File: src/rtl/secure_unlock.sv
// Key-entry unlock FSM: collects KEY_LEN bytes, unlocks on a match, and locks out after MAX_FAIL misses.
// Optional auto-relock after UNLOCK_TIMEOUT cycles when SECURE_UNLOCK_TIMEOUT_EN is defined.
module secure_unlock #(
   parameter int          KEY_LEN        = 4,
   parameter logic [63:0] KEY            = 64'h0000_0000_A5C3_0F01,
   parameter int          MAX_FAIL       = 3,
   parameter int          LOCK_CYCLES    = 16,
   parameter int          UNLOCK_TIMEOUT = 32
) (
   input  logic       clk,
   input  logic       rst,
   input  logic       in_valid,
   input  logic [7:0] in_data,
   output logic       in_ready,
   input  logic       relock,
   output logic       secure,
   output logic       locked_out,
   output logic [3:0] fail_cnt
);

   typedef enum logic [1:0] {
      COLLECT  = 2'd0,
      CHECK    = 2'd1,
      UNLOCKED = 2'd2,
      LOCKOUT  = 2'd3
   } state_t;

   localparam logic [2:0]  LAST_IDX  = 3'(KEY_LEN - 1);
   localparam logic [3:0]  MAX_FAILS = 4'(MAX_FAIL);
   localparam logic [15:0] LOCK_LOAD = 16'(LOCK_CYCLES - 1);

   state_t      state;
   logic [2:0]  idx;
   logic        mismatch;
   logic [15:0] lock_cnt;
   logic        ready_q;
   logic        accept;
   logic [2:0]  rev_idx;
   logic [7:0]  exp_byte;
   logic [3:0]  fail_inc;

`ifdef SECURE_UNLOCK_TIMEOUT_EN
   localparam logic [31:0] TMO_LOAD = 32'(UNLOCK_TIMEOUT - 1);
   logic [31:0] tmo_cnt;
`endif

   // Key bytes are entered most significant first, so byte idx sits KEY_LEN-1-idx bytes up.
   assign rev_idx  = LAST_IDX - idx;
   assign exp_byte = 8'(KEY >> {rev_idx, 3'b000});
   assign fail_inc = fail_cnt + 4'd1;

   // ready_q tracks "next state is COLLECT"; rst gates it so the port is low throughout reset.
   assign in_ready = ready_q & ~rst;
   assign accept   = in_valid & in_ready;

   always_ff @(posedge clk) begin
      if (rst) begin
         state      <= COLLECT;
         idx        <= 3'd0;
         mismatch   <= 1'b0;
         fail_cnt   <= 4'd0;
         lock_cnt   <= 16'd0;
         secure     <= 1'b0;
         locked_out <= 1'b0;
         ready_q    <= 1'b1;
`ifdef SECURE_UNLOCK_TIMEOUT_EN
         tmo_cnt    <= 32'd0;
`endif
      end else begin
         case (state)
            COLLECT: begin
               // relock wins over a byte arriving in the same cycle; that byte is dropped.
               if (relock) begin
                  idx      <= 3'd0;
                  mismatch <= 1'b0;
               end else if (accept) begin
                  if (in_data != exp_byte) begin
                     mismatch <= 1'b1;
                  end
                  if (idx == LAST_IDX) begin
                     idx     <= 3'd0;
                     state   <= CHECK;
                     ready_q <= 1'b0;
                  end else begin
                     idx <= idx + 3'd1;
                  end
               end
            end

            CHECK: begin
               mismatch <= 1'b0;
               if (!mismatch) begin
                  fail_cnt <= 4'd0;
                  state    <= UNLOCKED;
                  secure   <= 1'b1;
`ifdef SECURE_UNLOCK_TIMEOUT_EN
                  tmo_cnt  <= TMO_LOAD;
`endif
               end else if (fail_inc >= MAX_FAILS) begin
                  fail_cnt   <= MAX_FAILS;
                  state      <= LOCKOUT;
                  locked_out <= 1'b1;
                  lock_cnt   <= LOCK_LOAD;
               end else begin
                  fail_cnt <= fail_inc;
                  state    <= COLLECT;
                  ready_q  <= 1'b1;
               end
            end

            UNLOCKED: begin
               if (relock) begin
                  state   <= COLLECT;
                  secure  <= 1'b0;
                  ready_q <= 1'b1;
`ifdef SECURE_UNLOCK_TIMEOUT_EN
               end else if (tmo_cnt == 32'd0) begin
                  state   <= COLLECT;
                  secure  <= 1'b0;
                  ready_q <= 1'b1;
               end else begin
                  tmo_cnt <= tmo_cnt - 32'd1;
`endif
               end
            end

            LOCKOUT: begin
               if (lock_cnt == 16'd0) begin
                  state      <= COLLECT;
                  locked_out <= 1'b0;
                  fail_cnt   <= 4'd0;
                  ready_q    <= 1'b1;
               end else begin
                  lock_cnt <= lock_cnt - 16'd1;
               end
            end

            default: begin
               state   <= COLLECT;
               ready_q <= 1'b1;
            end
         endcase
      end
   end

endmodule

File: config.mk
export PLATFORM = sky130hd
export DESIGN_NAME = secure_unlock
export DESIGN_NICKNAME = d
export VERILOG_FILES = /design/src/rtl/secure_unlock.sv
export SDC_FILE = /design/constraint.sdc
export NUM_CORES = 1
export LEC_CHECK = 0
export BUFFER_PORTS_ARGS = -buffer_cell sky130_fd_sc_hd__buf_4
export CAP_MARGIN = 5
export CORE_ASPECT_RATIO = 1.25
export CORE_UTILIZATION = 57
export CTS_CLUSTER_SIZE = 10
export DETAILED_ROUTE_END_ITERATION = 10
export HOLD_SLACK_MARGIN = 0.15
export PLACE_DENSITY = 0.83
export SLEW_MARGIN = 20
export SYNTH_ARGS = -nofsm -noshare
export SYNTH_HDL_FRONTEND = slang
export SYNTH_SLANG_ARGS = --single-unit
File: constraint.sdc
create_clock -name clk -period 2.5 [get_ports clk]
set_input_delay 0.25 -clock clk [delete_from_list [all_inputs] [get_ports clk]]
set_output_delay 0.25 -clock clk [all_outputs]
set_load 0.1 [all_outputs]
Word level (Yosys, flattened, before mapping) --
Cells that the tools add are included.
Word-level totals: register bits after elaboration 29, latch bits 0, memory bits (writable) 0, memory bits (read-only) 0, bits of input ports 12, output and inout port bits 7, logic and storage cells 86, memories 0
Operators by class: $add $sub $neg 4, multipliers 0, divide/modulo/power cells 0, order comparisons 1, equal/unequal tests 17, shifts and indexed selects 1, multiplexer cells 38, bitwise gates (word level) 3, reductions and logical operators 14
Operators by type and width (count):
- $mux 16 | 3
- $pmux 16 s2 | 1
- $shr 32x6->8 const A | 1
- $ne 2x2->1 const B | 10
- $logic_not 16->1 | 1
- $sub 16x1->16 const B | 1
- $mux 1 | 15
- $mux 2 | 7
- $mux 4 | 3
- $mux 3 | 3
- $ne 8x8->1 | 1
- $pmux 2 s4 | 1
- $pmux 4 s2 | 1
- $reduce_and 4->1 | 2
- $reduce_bool 2->1 | 4
- $reduce_and 7->1 | 1
- $ne 3x3->1 const B | 2
- $pmux 1 s2 | 3
- $reduce_and 3->1 | 2
- $reduce_and 5->1 | 1
- $add 4x1->4 const B | 1
- $eq 2x2->1 const B | 2
- $ge 4x2->1 const B | 1
- $pmux 1 s4 | 1
- other kinds (8) | 10

Logic depth before layout (Yosys ltp) --
depth in word-level cells 7, mapped depth 8, gate-level depth less buffers 7

Worst setup path before layout --
No wires, ideal clock.
path type reg-to-reg, start register fail_cnt[0], end register lock_cnt[13], arrival time 2.632 ns, path slack -0.255 ns, cell stages (with the launch flop) 8, path buffers 1, cells stage by stage dfxtp_1 > inv_1 > ha_1 > or2_2 > o21ai_2 > clkbuf_1 > a21oi_1 > mux2_1
On the way: cells in the longest elaborated chain, start to end 4
RTL lines:
- from (decl) | line 18 | output logic [3:0] fail_cnt
- from (signal assigned) | line 105 | fail_cnt <= fail_inc;
- $add 4x1->4 | line 50 | assign fail_inc = fail_cnt + 4'd1;
- $ge 4x2->1 | line 99 | end else if (fail_inc >= MAX_FAILS) begin
- $ne 2x2->1 (no source line)
- $reduce_and 4->1 (no source line)
- to (signal assigned) | line 134 | lock_cnt <= lock_cnt - 16'd1;
- to (decl) | line 35 | logic [15:0] lock_cnt;
Every way passes these cells. A chain may end at the register's enable or synchronous reset.

Worst setup path in the final report --
Same ends and word-level chain as after synthesis.

==> metrics.md <==
| Metric | Value |
|---|---|
| Root Driver | clkbuf_4 |
| Crit Path Max Fanout | 16 |
| Hold Fails Final Rpt | 0 |
| CTS Sinks | 29 |
| RePlAce Congestion | around 0.84 |
| Slew HR | a little over three fifths |
| Tmin final | around 2.1 ns |
| Inserted Clock Buffers | 5 |
| FP Rows | 22 |
| Syn_nets | between 200 and 250 |
| 1st-iter DRT viols | 41 |
| Worst-margin pin slew | between 0.5 and 0.6 ns |
| Core Area | just over 3000 um2 |
| Main area contributors after synthesis | dfxtp_1, ha_1, a21oi_1, nor2_1, mux2i_1 |
| RSZ-0062 raised after global routing | no |
| Period utilization | a little over four fifths |
| Mean Syn Cell Area | a little over 8 um2 |
| Clk_lat worst skew | approximately 0.33 ns |
| Area Overhead vs Synth | 15.1% |
| Sequential-to-total area share from yosys stat | 31.3% |
| Syn Std Cell Area | roughly 1900 um2 |
| Number of global-route vias before repair | around 1600 |
| Fillcell total | roughly 260 |
| HP Class | input port to register |
| Count of cell types in the netlist | 59 |
| Fin nets | approximately 270 |
| Final number of setup-violating endpoints | 0 |
| Endpoint, Worst Hold | mismatch$_SDFFE_PP0P_ |
| P_int | approximately 0.00073 W |
| Die area | 3490 um2 |
| Routed Wire Length | just over 4000 um |
| Hold path startpoint | in_data[4] |
| Combined area of the multi-input logic cells | 1170 um2 |
| LEAKAGE | 0.904 nW |
| Num ports | 19 |
| Post-DR wirelength/cell | ~14 um |
| Clock power frac | 43.3% |
| CTS tree | done |
| Async set or reset register ratio after synthesis | 0% |
| Met2 Track Usage GR | between 40% and 50% |
| Die Y-Extent | 65.8 um |
| Routed Antenna Nets | 0 |
| Vias | about 1800 |
| Via/cell ratio | ~6.2 |
| Total track usage | between 20% and 30% |
| Yosys warns | 0 |
| Worst R2R Setup Slack | between 0.3 and 0.4 ns |
| Pin count of the biggest net entering global routing | 34 |
| Worst Skew | 0.0156 ns |
| Setup TNS | 0 ns |
| Count leader, synth | dfxtp_1 |
| Power per Cell Area | 439 nW/um2 |
| Util after Layout | 70.5% |
| Synthesized instance count | between 200 and 250 |
| Share of cells above drive strength 1 | a little under a fifth |
| Global-route wire length before repair | 6870 um |
| Reg clk slew, reported paths | around 0.10 ns |
| Reg power frac | between 40% and 50% |
| Hold buffers post-CTS | 0 |
| Post-synth top area share | 31.3% |
| Critical path type | register to register |
| FF/Latch Area | ~600 um2 |
| Post-CTS Setup Inserts | 0 |
| Post-DP HPWL | slightly below 3000 um |
| Peak VDD IR | roughly 620 uV |
| Comb power frac | just over 7% |
| Initial Util | approximately three fifths |
| Sw Pwr | between 0.0002 and 0.00025 W |
| GRT Residual Overflow | 0 |
| Crit start category | register |
| Reg2reg end | lock_cnt[13]$_SDFFE_PP0P_ |
| R2r startpoint | fail_cnt[0]$_SDFFE_PP0P_ |
| Post-synth EDFFs | 0 |
| Number of max-cap violations | 0 |
| Switch share | between 20% and 30% |
| Hold path cells | 3 |
| Post-synth top flop | dfxtp_1 |
| H-tree depth | 2 |
| Status | completed |
| Global Route met1 Usage | just under 30% |
| Req. time, crit path | 2.72 ns |
| Initial antenna violation count | 0 |
| Synth area leader | dfxtp_1 |
| Crit. End Element | register |
| Clock buffer depth | 2 |
| Input/output buffers | 18 |
| Reg2reg path depth | 7 |
| Max Slew Vio Count | 0 |
| Post-CTS resize count | 0 |
| TritonRoute pass-1 iters | 4 |
| GR Util met3 | under 10% |
| Residual DRC | 0 |
| Most frequent cells after synthesis | dfxtp_1, nor2_1, a21oi_1 |
| Critical Path AT | ~2.4 ns |
| Antenna diodes | 0 |
| FMAX | 471 MHz |
| Most used routing layer | met2 |
| Seq cells post-synth | 29 |
| Die width | ~53 um |
power by group through the flow:
stage               Sequential, W  Clock, W  Combinational [W]
global placement         0.000476         0          0.0000647
detailed placement       0.000476         0          0.0000660
finish                   0.000466  0.000406          0.0000662
floorplan                0.000476         0          0.0000433
global route             0.000466  0.000433          0.0000739
CTS                      0.000466  0.000415          0.0000661
state kept, by name, summed over array words and instances (netlist names):
register,count
fail_cnt,4
idx,3
lock_cnt,16
locked_out,1
mismatch,1
ready_q,1
secure,1
state,2
worst max-delay path, stage by stage, from the launching register on:
cell and delay (ns):
dfxtp_2 0.36, inv_1 0.08, ha_1 0.22, and4b_1 0.21, a21oi_1 0.21, o21a_1 0.52
nor3_1 0.09, mux2_1 0.31
cell families (layout without fill, tap and decap cells):
logic type,count (synthesis),in the layout,synth area share [%]
buffers and inverters,24,47,5.39
AO/OA/AOI/OAI,59,59,22.1
adder cells (fa/ha/maj),8,8,5.39
flip-flops,29,29,31.3
AND/OR/NAND/NOR,91,91,27.6
multiplexers,11,11,6.27
XOR/XNOR,4,4,1.89
stage by stage:
| step | setup WS [ns] | total power, W | hold WS (ns) | instance area, um2 | instances |
|---|---|---|---|---|---|
| 3_5_place_dp | 0.398 | 0.000542 | 0.491 | 2050 | 277 |
| 4_1_cts | 0.382 | 0.000947 | 0.185 | 2140 | 285 |
| 5_1_grt | 0.193 | 0.000972 | 0.194 | 2140 | 285 |
| 2_1_floorplan | 0.0195 | 0.000519 | 0.430 | 1860 | 226 |
| 6_report | 0.375 | 0.000938 | 0.197 | 2140 | 285 |
| 3_3_place_gp | 0.466 | 0.000541 | 0.476 | 2050 | 277 |
layout make-up:
type | instances | area share [%]
clock inverters | 1 | 1.41
flip-flops and latches | 29 | 27.3
multi-input cells | 173 | 55.0
well taps | 36 | 2.11
repair buffers | 27 | 9.49
inverters | 12 | 2.11
clock buffers | 7 | 2.58
routing by layer:
layer | vias to the layer above | part of all wire, %
met3 | 7 | 4.5
met2 | 45 | 51
li1 | 878 | -
met5 | - | 0
met1 | 838 | 43
met4 | 0 | 1.4
worst max-delay path by stage:
stage,startpoint,endpoint,slack (ns),cells past startpoint
floorplan,ready_q$_SDFFE_PP1P_,ready_q$_SDFFE_PP1P_,0.02,5
global placement,fail_cnt[0]$_SDFFE_PP0P_,lock_cnt[4]$_SDFFE_PP0P_,0.47,7
detailed placement,lock_cnt[10]$_SDFFE_PP0P_,lock_cnt[4]$_SDFFE_PP0P_,0.40,5
CTS,fail_cnt[0]$_SDFFE_PP0P_,lock_cnt[13]$_SDFFE_PP0P_,0.38,7
global route,fail_cnt[0]$_SDFFE_PP0P_,lock_cnt[11]$_SDFFE_PP0P_,0.19,7
finish,fail_cnt[0]$_SDFFE_PP0P_,lock_cnt[13]$_SDFFE_PP0P_,0.38,7
layout by cell type (no fill, tap or decap), drive strengths merged, types with 2 or more instances in the layout:
cell / n
o22ai: 2
nand4: 6
or3: 5
nor4: 4
and3: 6
a311oi: 2
mux2i: 6
o21ai: 13
ha: 8
nor2b: 3
and2: 5
nand3: 9
buf: 27
nor4b: 2
a31o: 2
nor3: 10
a41oi: 3
o21a: 2
xnor2: 2
a21oi: 19
or4: 3
clkbuf: 7
a2111oi: 3
nand2: 9
inv: 12
nor2: 23
dfxtp: 29
xor2: 2
mux2: 5
Power figures use the tool's default switching activity.
